--- src/rtl/mc_ctrl.sv ---
// Multicycle MIPS main controller: steps the shared datapath through fetch/decode/execute.
// Define MC_CTRL_LOGIC_IMM_EN to also decode andi/ori/slti as immediate ALU instructions.
module mc_ctrl (
    input  logic       clk,
    input  logic       reset,
    input  logic [5:0] op,
    input  logic       memready,
    output logic       pcwrite,
    output logic       branch,
    output logic       iord,
    output logic       memwrite,
    output logic       irwrite,
    output logic       regwrite,
    output logic       regdst,
    output logic       memtoreg,
    output logic       alusrca,
    output logic [1:0] alusrcb,
    output logic [1:0] pcsrc,
    output logic [2:0] aluop,
    output logic       illegal,
    output logic       done,
    output logic [3:0] state
);

    typedef enum logic [3:0] {
        StFetch   = 4'd0,
        StDecode  = 4'd1,
        StMemAdr  = 4'd2,
        StMemRd   = 4'd3,
        StMemWb   = 4'd4,
        StMemWr   = 4'd5,
        StRtypeEx = 4'd6,
        StRtypeWb = 4'd7,
        StBeqEx   = 4'd8,
        StImmEx   = 4'd9,
        StImmWb   = 4'd10,
        StJEx     = 4'd11
    } state_e;

    localparam logic [5:0] OpLw    = 6'b100011;
    localparam logic [5:0] OpSw    = 6'b101011;
    localparam logic [5:0] OpRtype = 6'b000000;
    localparam logic [5:0] OpBeq   = 6'b000100;
    localparam logic [5:0] OpAddi  = 6'b001000;
    localparam logic [5:0] OpJ     = 6'b000010;
    localparam logic [5:0] OpAndi  = 6'b001100;
    localparam logic [5:0] OpOri   = 6'b001101;
    localparam logic [5:0] OpSlti  = 6'b001010;

    state_e     r_state;
    state_e     w_state_next;
    logic       w_imm_op;
    logic [2:0] w_imm_aluop;

`ifdef MC_CTRL_LOGIC_IMM_EN
    always_comb begin
        w_imm_op    = 1'b1;
        w_imm_aluop = 3'b000;
        case (op)
            OpAddi:  w_imm_aluop = 3'b000;
            OpAndi:  w_imm_aluop = 3'b100;
            OpOri:   w_imm_aluop = 3'b101;
            OpSlti:  w_imm_aluop = 3'b110;
            default: w_imm_op    = 1'b0;
        endcase
    end
`else
    always_comb begin
        w_imm_op    = (op == OpAddi);
        w_imm_aluop = 3'b000;
    end
`endif

    always_ff @(posedge clk) begin
        if (reset) begin
            r_state <= StFetch;
        end else begin
            r_state <= w_state_next;
        end
    end

    always_comb begin
        w_state_next = r_state;
        pcwrite      = 1'b0;
        branch       = 1'b0;
        iord         = 1'b0;
        memwrite     = 1'b0;
        irwrite      = 1'b0;
        regwrite     = 1'b0;
        regdst       = 1'b0;
        memtoreg     = 1'b0;
        alusrca      = 1'b0;
        alusrcb      = 2'b00;
        pcsrc        = 2'b00;
        aluop        = 3'b000;
        illegal      = 1'b0;
        done         = 1'b0;

        case (r_state)
            StFetch: begin
                alusrcb = 2'b01;
                irwrite = memready;
                pcwrite = memready;
                if (memready) w_state_next = StDecode;
            end
            StDecode: begin
                // Branch target is precomputed here while the opcode is decoded.
                alusrcb = 2'b11;
                if (op == OpLw || op == OpSw) begin
                    w_state_next = StMemAdr;
                end else if (op == OpRtype) begin
                    w_state_next = StRtypeEx;
                end else if (op == OpBeq) begin
                    w_state_next = StBeqEx;
                end else if (w_imm_op) begin
                    w_state_next = StImmEx;
                end else if (op == OpJ) begin
                    w_state_next = StJEx;
                end else begin
                    illegal      = 1'b1;
                    done         = 1'b1;
                    w_state_next = StFetch;
                end
            end
            StMemAdr: begin
                alusrca      = 1'b1;
                alusrcb      = 2'b10;
                w_state_next = (op == OpLw) ? StMemRd : StMemWr;
            end
            StMemRd: begin
                iord = 1'b1;
                if (memready) w_state_next = StMemWb;
            end
            StMemWr: begin
                iord     = 1'b1;
                memwrite = 1'b1;
                if (memready) begin
                    done         = 1'b1;
                    w_state_next = StFetch;
                end
            end
            StMemWb: begin
                regwrite     = 1'b1;
                memtoreg     = 1'b1;
                done         = 1'b1;
                w_state_next = StFetch;
            end
            StRtypeEx: begin
                alusrca      = 1'b1;
                aluop        = 3'b010;
                w_state_next = StRtypeWb;
            end
            StRtypeWb: begin
                regwrite     = 1'b1;
                regdst       = 1'b1;
                done         = 1'b1;
                w_state_next = StFetch;
            end
            StBeqEx: begin
                alusrca      = 1'b1;
                aluop        = 3'b001;
                branch       = 1'b1;
                pcsrc        = 2'b01;
                done         = 1'b1;
                w_state_next = StFetch;
            end
            StImmEx: begin
                alusrca      = 1'b1;
                alusrcb      = 2'b10;
                aluop        = w_imm_aluop;
                w_state_next = StImmWb;
            end
            StImmWb: begin
                regwrite     = 1'b1;
                done         = 1'b1;
                w_state_next = StFetch;
            end
            StJEx: begin
                pcwrite      = 1'b1;
                pcsrc        = 2'b10;
                done         = 1'b1;
                w_state_next = StFetch;
            end
            default: w_state_next = StFetch;
        endcase

        // Abandon any in-flight instruction without touching architectural state.
        if (reset) begin
            memwrite = 1'b0;
            irwrite  = 1'b0;
            regwrite = 1'b0;
            pcwrite  = 1'b0;
            branch   = 1'b0;
            illegal  = 1'b0;
            done     = 1'b0;
        end
    end

    assign state = r_state;

endmodule

--- config.mk ---
export PLATFORM = sky130hd
export DESIGN_NAME = mc_ctrl
export DESIGN_NICKNAME = d
export VERILOG_FILES = /design/src/rtl/mc_ctrl.sv
export SDC_FILE = /design/constraint.sdc
export NUM_CORES = 1
export LEC_CHECK = 0
export BUFFER_PORTS_ARGS = -buffer_cell sky130_fd_sc_hd__buf_4
export CELL_PAD_IN_SITES_DETAIL_PLACEMENT = 0
export CELL_PAD_IN_SITES_GLOBAL_PLACEMENT = 1
export CORE_MARGIN = 8
export CORE_UTILIZATION = 26
export DETAILED_ROUTE_END_ITERATION = 6
export PLACE_DENSITY_LB_ADDON = 0.1
export SYNTH_ARGS = -nofsm -noshare
export SYNTH_HDL_FRONTEND = slang
export SYNTH_SLANG_ARGS = --single-unit
--- constraint.sdc ---
create_clock -name clk -period 2.04 [get_ports clk]
set_clock_uncertainty 0.2 [all_clocks]
set_input_delay 0.51 -clock clk [delete_from_list [all_inputs] [get_ports clk]]
set_output_delay 0.51 -clock clk [all_outputs]
set_load 0.02 [all_outputs]
==> results of run 1 <==
## cell families (layout without fill, tap and decap cells)
logic type	Yosys count	in the layout	share of synthesized area
simple gates	38	38	0.3660
compound gates	26	26	0.2937
buf+inv	12	70	0.1511
flops	4	4	0.1362
xor+xnor	2	2	0.02979
other cells	1	1	0.006377
mux	1	1	0.01702
## per-stage QoR
stage | total power [uW] | setup TNS, ps
2_1_floorplan | 149.5 | -266.3
3_3_place_gp | 216.5 | -634.7
3_5_place_dp | 217.2 | -650.2
4_1_cts | 331.1 | -517.8
5_1_grt | 356.7 | -966.0
6_report | 337.3 | -608.9
## path summary, 6_finish.rpt
check	slack [ps]	endpoint	cells after the start
worst max-delay path	-340	done	6
worst min-delay path	400	state[1]	2
worst max register to register	310	state[0]	5
worst min register to register	400	state[1]	2
## layout make-up
cell class | instances | share of cell area
well taps | 28 | 0.02825
inverters | 6 | 0.01816
repair buffers | 61 | 0.4087
flip-flops and latches | 4 | 0.07265
multi-input cells | 68 | 0.4541
clock buffers | 3 | 0.01816
## tightest hold or removal path, cell delays in order (launching register included)
cell and delay, ps:
dfxtp_4 390, a211o_1 110, a21oi_1 60
## synth_stat cells, types with 2 or more instances
library cell  number
a21oi_1            6
a221oi_1           2
nor3_1             8
clkbuf_8           4
a2111oi_0          2
nor4_1             3
a32oi_1            2
nand2b_1           5
nand2_1            6
nor2_1             7
o21ai_0            7
inv_1              6
dfxtp_1            4
## power breakdown
group,internal [uW],leakage (uW),switching (uW)
Combinational,80.5,0.000483,78.8
Sequential,79.0,0.0000349,3.68
Clock,65.6,0.0000138,29.7
Total,225,0.000531,112
## what timing repair did
| item | 4_1_cts | 5_1_grt |
|---|---|---|
| pin swaps | 8 | 8 |
| gates resized for setup | 21 | 20 |
| endpoints found under the setup margin | 11 | 12 |
| buffers inserted | 8 | 1 |
## metal layers
metal / vias up / track usage
met3: 0 / 0.04064
met5: - / 0
met1: 381 / 0.1275
li1: 427 / -
met2: 22 / 0.2117
met4: 0 / 0.01950
==> results.txt, run 1 <==
Die Span Y -> 63.56 microns
CP max FO -> 2
Root Driver -> clkbuf_4
Inserted Clock Buffers -> 3
Worst Path Arrival -> 1670 ps
Worst-path clk slew -> 40 ps
Final setup fails -> 3
Avg WL per Cell -> 13.82 microns
Initial Util -> 0.2710
Cells after Synth -> 84
CP Launch Point -> op[5]
Fin worst setup slack -> -342.1 ps
Layout cells sized above 1 -> 0.6620
Final Hold Fails -> 0
Post-synth net total -> 93
FP Rows -> 17
Area delta synth->final -> 110.9%
Buf/Inv on CP -> 2
Final nets -> 153
Fin Hold WS -> 402.1 ps
VDD IR max -> 0.0003231 V
Met1 WL -> 973 microns
I/O pin cnt -> 31
Cell taking the most area after synthesis -> dfxtp_1
Drt total wl -> 2349 microns
Ant. Diodes -> 0
Startpoint Class -> input port
Slowest stage delay, CP -> 320 ps
CP Cell Sequence -> buf_8 > nor4_4 > nor2b_1 > o311a_1 > or2_4 > buf_6
Initial antenna violation count -> 0
CTS Buffer Depth -> 2
Util after Layout -> 0.5715
Footprint of the multi-input gates -> 563.0 sq um
Hold Startpoint -> state[3]
Clk Latency, worst-skew pair -> 230 ps
Pin count of the biggest net entering global routing -> 17
Yosys reg bits -> 4
Post-synth ARST share -> 0
Max Fclk -> 0.4198 GHz
Sink Count -> 4
Met2 wire length -> 1226 microns
Die width -> 63.56 microns
Ys flop type -> dfxtp_1
Commonest cells after routing, fill and taps aside -> buf_4, buf_6, inv_1
Fin cells -> 170
Pleak -> 0.0005313 uW
Crit path kind -> input port to output pin
Die Footprint -> 4040 sq um
Vias per inst -> 4.882
Fillcell total -> 213
Delay-heaviest family, CP -> simple AND/OR/NAND/NOR gates
Worst slack, placed -> -382.4 ps
Power per cell area -> 272.0 nW/um^2
Top-area cell type share of the netlist area -> 0.1362
Hold Buf Count CTS -> 0
Slowest-stage cell, CP -> o311a_1
Final critical-path share of the clock period -> 1.168
Placed cells -> 161
First-pass GRT wire length -> 4022 microns
Mapped Area -> 588.1 sq um
Top sig layer -> met3
Via count -> 830
Synth top area cells -> dfxtp_1, clkbuf_8, nor3_1
Residual DRC -> 0
GRT overflow -> 0
Total GRT Usage -> 0.1165
Kind of end point of the critical path -> output pin
Failing checks -> setup timing
Initial DRC count -> 11
Run status -> finished, violations left
Htree depth -> 1
Core Region -> 2170 sq um
Reg2Reg Launch Point -> state[1]
Routability cong. -> 0.8405
Post-synth EDFFs -> 0
Finished Cell Area -> 1240 sq um
Vias in the first global route -> 895
Commonest non-fill, non-tap cell in the layout -> buf_4
Met3 wire len -> 148 microns
Placed Area -> 1005 sq um
Number of flip-flops under the largest register name -> 4
Final Critical Period -> 2382 ps
Synthesized area per cell -> 7.001 sq um
CP required -> 1330 ps
Register area share after synthesis -> 0.1362
Post-detail-place hpwl -> 1843 microns
First-pass detailed-route iteration total -> 4
Synth warn -> 0
Port Buffer Count -> 29
Antenna-violating nets left -> 0
Max Cap Viol -> 0
Cell variety after synth -> 35
CTS tree -> built
Min-Delay Path Class -> register to register
RSZ-0062 raised after global routing -> yes
Fin. max-slew vios -> 0
Register area -> 90.09 sq um
Note: power is estimated with default switching activity, not from simulation.
==> run 2, diff against run 1 <==
--- a/config.mk
+++ b/config.mk
@@ -12,6 +12,8 @@
 export CORE_UTILIZATION = 26
 export DETAILED_ROUTE_END_ITERATION = 6
 export PLACE_DENSITY_LB_ADDON = 0.1
+export SETUP_SLACK_MARGIN = 0.2
 export SYNTH_ARGS = -nofsm -noshare
 export SYNTH_HDL_FRONTEND = slang
 export SYNTH_SLANG_ARGS = --single-unit
+export TNS_END_PERCENT = 50
==> run 2 against run 1 <==
The flow still finishes with violations (setup timing). Total power rose by 12%. Fmax rose by 0.68%. Worst setup slack improved by 16 ps. Via count rose by 8.1%. Sequential cell count did not move. Routed wire length rose by 14%. Global-route usage rose by 1.1 points. Highest routed layer is now met4.
==> results.txt, run 2 (synthesis results as in run 1) <==
Finished Cell Area -> 1453 sq um
Worst-path clk slew -> 40 ps
Initial DRC count -> 6
Vias in the first global route -> 907
Via count -> 897
Layout cells sized above 1 -> 0.7237
Fin worst setup slack -> -326.1 ps
Number of flip-flops under the largest register name -> 4
GRT overflow -> 0
Crit path kind -> input port to output pin
Core Region -> 2170 sq um
VDD IR max -> 0.0004368 V
Pin count of the biggest net entering global routing -> 13
Placed Area -> 1069 sq um
Routability cong. -> 0.8212
Sink Count -> 4
Initial antenna violation count -> 0
Die width -> 63.56 microns
Slowest-stage cell, CP -> o311a_1
Max Cap Viol -> 0
FP Rows -> 17
Ant. Diodes -> 0
RSZ-0062 raised after global routing -> yes
Clk Latency, worst-skew pair -> 240 ps
Vias per inst -> 4.983
Worst slack, placed -> -401.4 ps
Run status -> finished, violations left
Min-Delay Path Class -> input port to register
Pleak -> 0.0006049 uW
CTS Buffer Depth -> 2
Final critical-path share of the clock period -> 1.160
Power per cell area -> 258.9 nW/um^2
Commonest cells after routing, fill and taps aside -> buf_4, buf_6, o21ai_0
Total GRT Usage -> 0.1271
Fin. max-slew vios -> 0
Initial Util -> 0.2710
Delay-heaviest family, CP -> simple AND/OR/NAND/NOR gates
Post-detail-place hpwl -> 1912 microns
Failing checks -> setup timing
CP max FO -> 2
Avg WL per Cell -> 14.90 microns
Residual DRC -> 0
First-pass detailed-route iteration total -> 4
CP Cell Sequence -> buf_8 > nor4_4 > nor2b_1 > o311a_1 > or2_4 > buf_6
Slowest stage delay, CP -> 310 ps
Startpoint Class -> input port
Final nets -> 162
Final Hold Fails -> 0
Area delta synth->final -> 147.0%
Root Driver -> clkbuf_4
Port Buffer Count -> 29
Antenna-violating nets left -> 0
First-pass GRT wire length -> 4250 microns
Drt total wl -> 2682 microns
Commonest non-fill, non-tap cell in the layout -> buf_4
Max Fclk -> 0.4226 GHz
CTS tree -> built
Htree depth -> 1
Buf/Inv on CP -> 2
Worst Path Arrival -> 1660 ps
Inserted Clock Buffers -> 3
CP required -> 1330 ps
Die Span Y -> 63.56 microns
I/O pin cnt -> 31
Final setup fails -> 8
Kind of end point of the critical path -> output pin
Die Footprint -> 4040 sq um
Final Critical Period -> 2366 ps
==> run 2: worst reg2reg max path, cell delays in order (launching register included) <==
cell and delay [ps]:
dfxtp_4 360, buf_4 180, or2_2 340, a21oi_2 180
nand2_1 70, a221oi_1 300
==> run 2: layout make-up <==
cell class,count,area (sq um)
Fill cell,199,716.9
Multi-Input combinational cell,68,641.9
Timing Repair Buffer,70,634.4
Sequential cell,4,92.59
Tap cell,28,35.03
Clock buffer,4,26.28
Inverter,6,22.52
==> run 2: where the power goes <==
part / switching, uW / leakage (uW) / internal [uW]
clock network: 38.9 / 0.0000150 / 73.8
logic: 89.3 / 0.000555 / 91.9
registers: 4.52 / 0.0000352 / 77.6
==> run 2: layer usage <==
layer	track usage	vias up	share of wire
met2	0.2345	24	0.54
met5	0	-	0
li1	-	444	-
met3	0.04594	4	0.044
met4	0.03621	0	0.011
met1	0.1301	425	0.41
==> run 2: repair_timing <==
action / CTS / global route
pin swaps: 9 / 10
gates resized for setup: 36 / 24
buffers inserted: 9 / 4
endpoints found under the setup margin: 18 / 20
hold buffers: 0 / 0
==> run 2: worst paths after layout <==
path | start | endpoint | slack (ps) | cells after the start
setup / recovery | op[5] | done | -330 | 6
hold / removal | reset | state[1] | 420 | 3
setup reg to reg | state[3] | state[2] | 310 | 5
hold reg to reg | state[0] | state[3] | 450 | 3
==> run 2: through the flow <==
stage | hold WS (ps) | TNS (ps) | total power (uW) | std cells | util
2_1_floorplan | 489.2 | -215.3 | 156.3 | 84 | -
3_3_place_gp | 457.0 | -779.4 | 224.9 | 163 | 0.4925
3_5_place_dp | 457.8 | -770.1 | 226.3 | 163 | 0.4925
4_1_cts | 391.6 | -611.9 | 358.7 | 176 | 0.6050
5_1_grt | 417.3 | -1322 | 404.2 | 180 | 0.6696
6_report | 420.0 | -778.1 | 376.1 | 180 | 0.6696
==> run 3, diff against run 2 <==
--- a/config.mk
+++ b/config.mk
@@ -13,6 +13,7 @@
 export DETAILED_ROUTE_END_ITERATION = 6
 export PLACE_DENSITY_LB_ADDON = 0.1
 export SETUP_SLACK_MARGIN = 0.2
+export SLEW_MARGIN = 20
 export SYNTH_ARGS = -nofsm -noshare
 export SYNTH_HDL_FRONTEND = slang
 export SYNTH_SLANG_ARGS = --single-unit
==> constraint.sdc (replaced) <==
create_clock -name clk -period 2.04 [get_ports clk]
set_clock_uncertainty 0.2 [all_clocks]
set_input_delay 0.204 -clock clk [delete_from_list [all_inputs] [get_ports clk]]
set_output_delay 0.204 -clock clk [all_outputs]
set_load 0.02 [all_outputs]
==> run 3 against run 2 <==
The flow now finishes without violations. Clock power down 15%. Sequential share of layout area up 2.9 points. Cell count down 18%. Design area down 34%. Combinational power down 34%. Sequential cell count unchanged. Routed wire length down 22%. Worst setup slack better by 510 ps. Non-clock buffer count down 31. Fmax up 28%. Sequential power up 3.3%. Critical path type is now register to output pin. Largest power group unchanged.
==> results.txt, run 3 (synthesis results as in run 1) <==
Run status -> finished, final reports clean
First-pass detailed-route iteration total -> 4
Routability cong. -> 0.7752
Worst-path clk slew -> 40 ps
Power per cell area -> 312.4 nW/um^2
Slowest stage delay, CP -> 360 ps
First-pass GRT wire length -> 3532 microns
Final critical-path share of the clock period -> 0.9082
Inserted Clock Buffers -> 3
Vias per inst -> 5.149
Delay-heaviest family, CP -> simple AND/OR/NAND/NOR gates
Port Buffer Count -> 29
Layout cells sized above 1 -> 0.5000
Total GRT Usage -> 0.1014
Slowest-stage cell, CP -> dfxtp_4
Root Driver -> clkbuf_4
Fin cells -> 148
Initial Util -> 0.2710
I/O pin cnt -> 31
GRT overflow -> 0
Fillcell total -> 249
Commonest non-fill, non-tap cell in the layout -> buf_4
Initial antenna violation count -> 0
Commonest cells after routing, fill and taps aside -> buf_4, nor3_1, o21ai_0
Max Fclk -> 0.5397 GHz
Crit path kind -> register to output pin
FP Rows -> 17
Fin. max-slew vios -> 0
Min-Delay Path Class -> input port to register
Die Span Y -> 63.56 microns
Initial DRC count -> 17
Hold Buf Count CTS -> 0
Antenna-violating nets left -> 0
Ant. Diodes -> 0
CP Cell Sequence -> buf_8 > nor4_4 > o311a_1 > or2_1 > buf_6
Final setup fails -> 0
Buf/Inv on CP -> 2
Residual DRC -> 0
Startpoint Class -> register
Kind of end point of the critical path -> output pin
Max Cap Viol -> 0
CP required -> 1640 ps
Power after layout -> 300.2 uW
Worst Path Arrival -> 1450 ps
Final Critical Period -> 1853 ps
Setup TNS -> 0 ps
RSZ-0062 raised after global routing -> yes
Vias in the first global route -> 795
Avg WL per Cell -> 14.09 microns
Die width -> 63.56 microns
Placed cells -> 143
CTS tree -> built
Pleak -> 0.0003961 uW
Clk Latency, worst-skew pair -> 230 ps
Pin count of the biggest net entering global routing -> 17
Number of flip-flops under the largest register name -> 4
Final Hold Fails -> 0
VDD IR max -> 0.0003754 V
CP max FO -> 7
Htree depth -> 1
Post-detail-place hpwl -> 1647 microns
Final nets -> 131
Drt total wl -> 2085 microns
Core Region -> 2170 sq um
Die Footprint -> 4040 sq um
Via count -> 762
Sink Count -> 4
CTS Buffer Depth -> 2
Area delta synth->final -> 63.40%
-- run 3: cell types whose count changed in the layout (fill, tap and decap cells not counted), moves of 3 or more --
cell / previous run / this run
nor3_1: 3 / 7
nand2b_4: 5 / 1
buf_4: 44 / 35
buf_6: 23 / 2
nand2b_1: 0 / 3
nor3_4: 3 / 0
nor2_4: 3 / 0
-- run 3: what timing repair did --
| action | CTS | global route |
|---|---|---|
| pin swaps | 2 | 2 |
| setup buffers | 0 | 2 |
| endpoints found under the setup margin | 5 | 7 |
| gates resized for setup | 11 | 9 |
| gates cloned | 0 | 0 |
-- run 3: metal layers --
layer	vias up	routed length [microns]	global-route usage
li1	381	-	-
met1	352	862	0.1143
met2	27	1055	0.1800
met3	2	152	0.03534
met4	0	14	0.01671
met5	-	0	0
-- run 3: worst register-to-register path, delay by kind of cell (launching register included) --
kind	cells	cell delay (ps)
flip-flops	1	380
AND/OR/NAND/NOR	3	590
AO/OA/AOI/OAI	1	300
buffers and inverters	1	150
-- run 3: layout make-up --
cell class | instances | area [sq um] | area share
flip-flops and latches | 4 | 88.84 | 0.09245
repair buffers | 39 | 305.3 | 0.3177
well taps | 28 | 35.03 | 0.03646
multi-input cells | 68 | 486.7 | 0.5065
inverters | 6 | 22.52 | 0.02344
clock buffers | 3 | 22.52 | 0.02344
-- run 3: worst paths after layout --
kind / startpoint / endpoint / slack, ps / depth (start not counted)
worst min-delay path: reset / state[1] / 70 / 2
worst max register to register: state[3] / state[0] / 320 / 5
worst min register to register: state[0] / state[1] / 430 / 2
worst max-delay path: state[2] / done / 190 / 5
-- run 3: metrics by stage --
step           area, sq um  hold WS [ps]  worst slack [ps]  utilization
3_3_place_gp         842.1         275.9             118.2       0.3881
4_1_cts              904.6         52.62             142.2       0.4170
5_1_grt              960.9         69.71             104.4       0.4429
3_5_place_dp         842.1         276.1             101.8       0.3881
2_1_floorplan        596.8         198.9             212.4            -
6_report             960.9         66.63             187.2       0.4429
-- run 3: where the power goes --
part	leakage, uW	total [uW]	switching, uW	internal (uW)
clock	0.0000138	96.6	30.9	65.7
combinational	0.000348	119	65.5	53.2
sequential	0.0000344	84.9	5.00	79.9
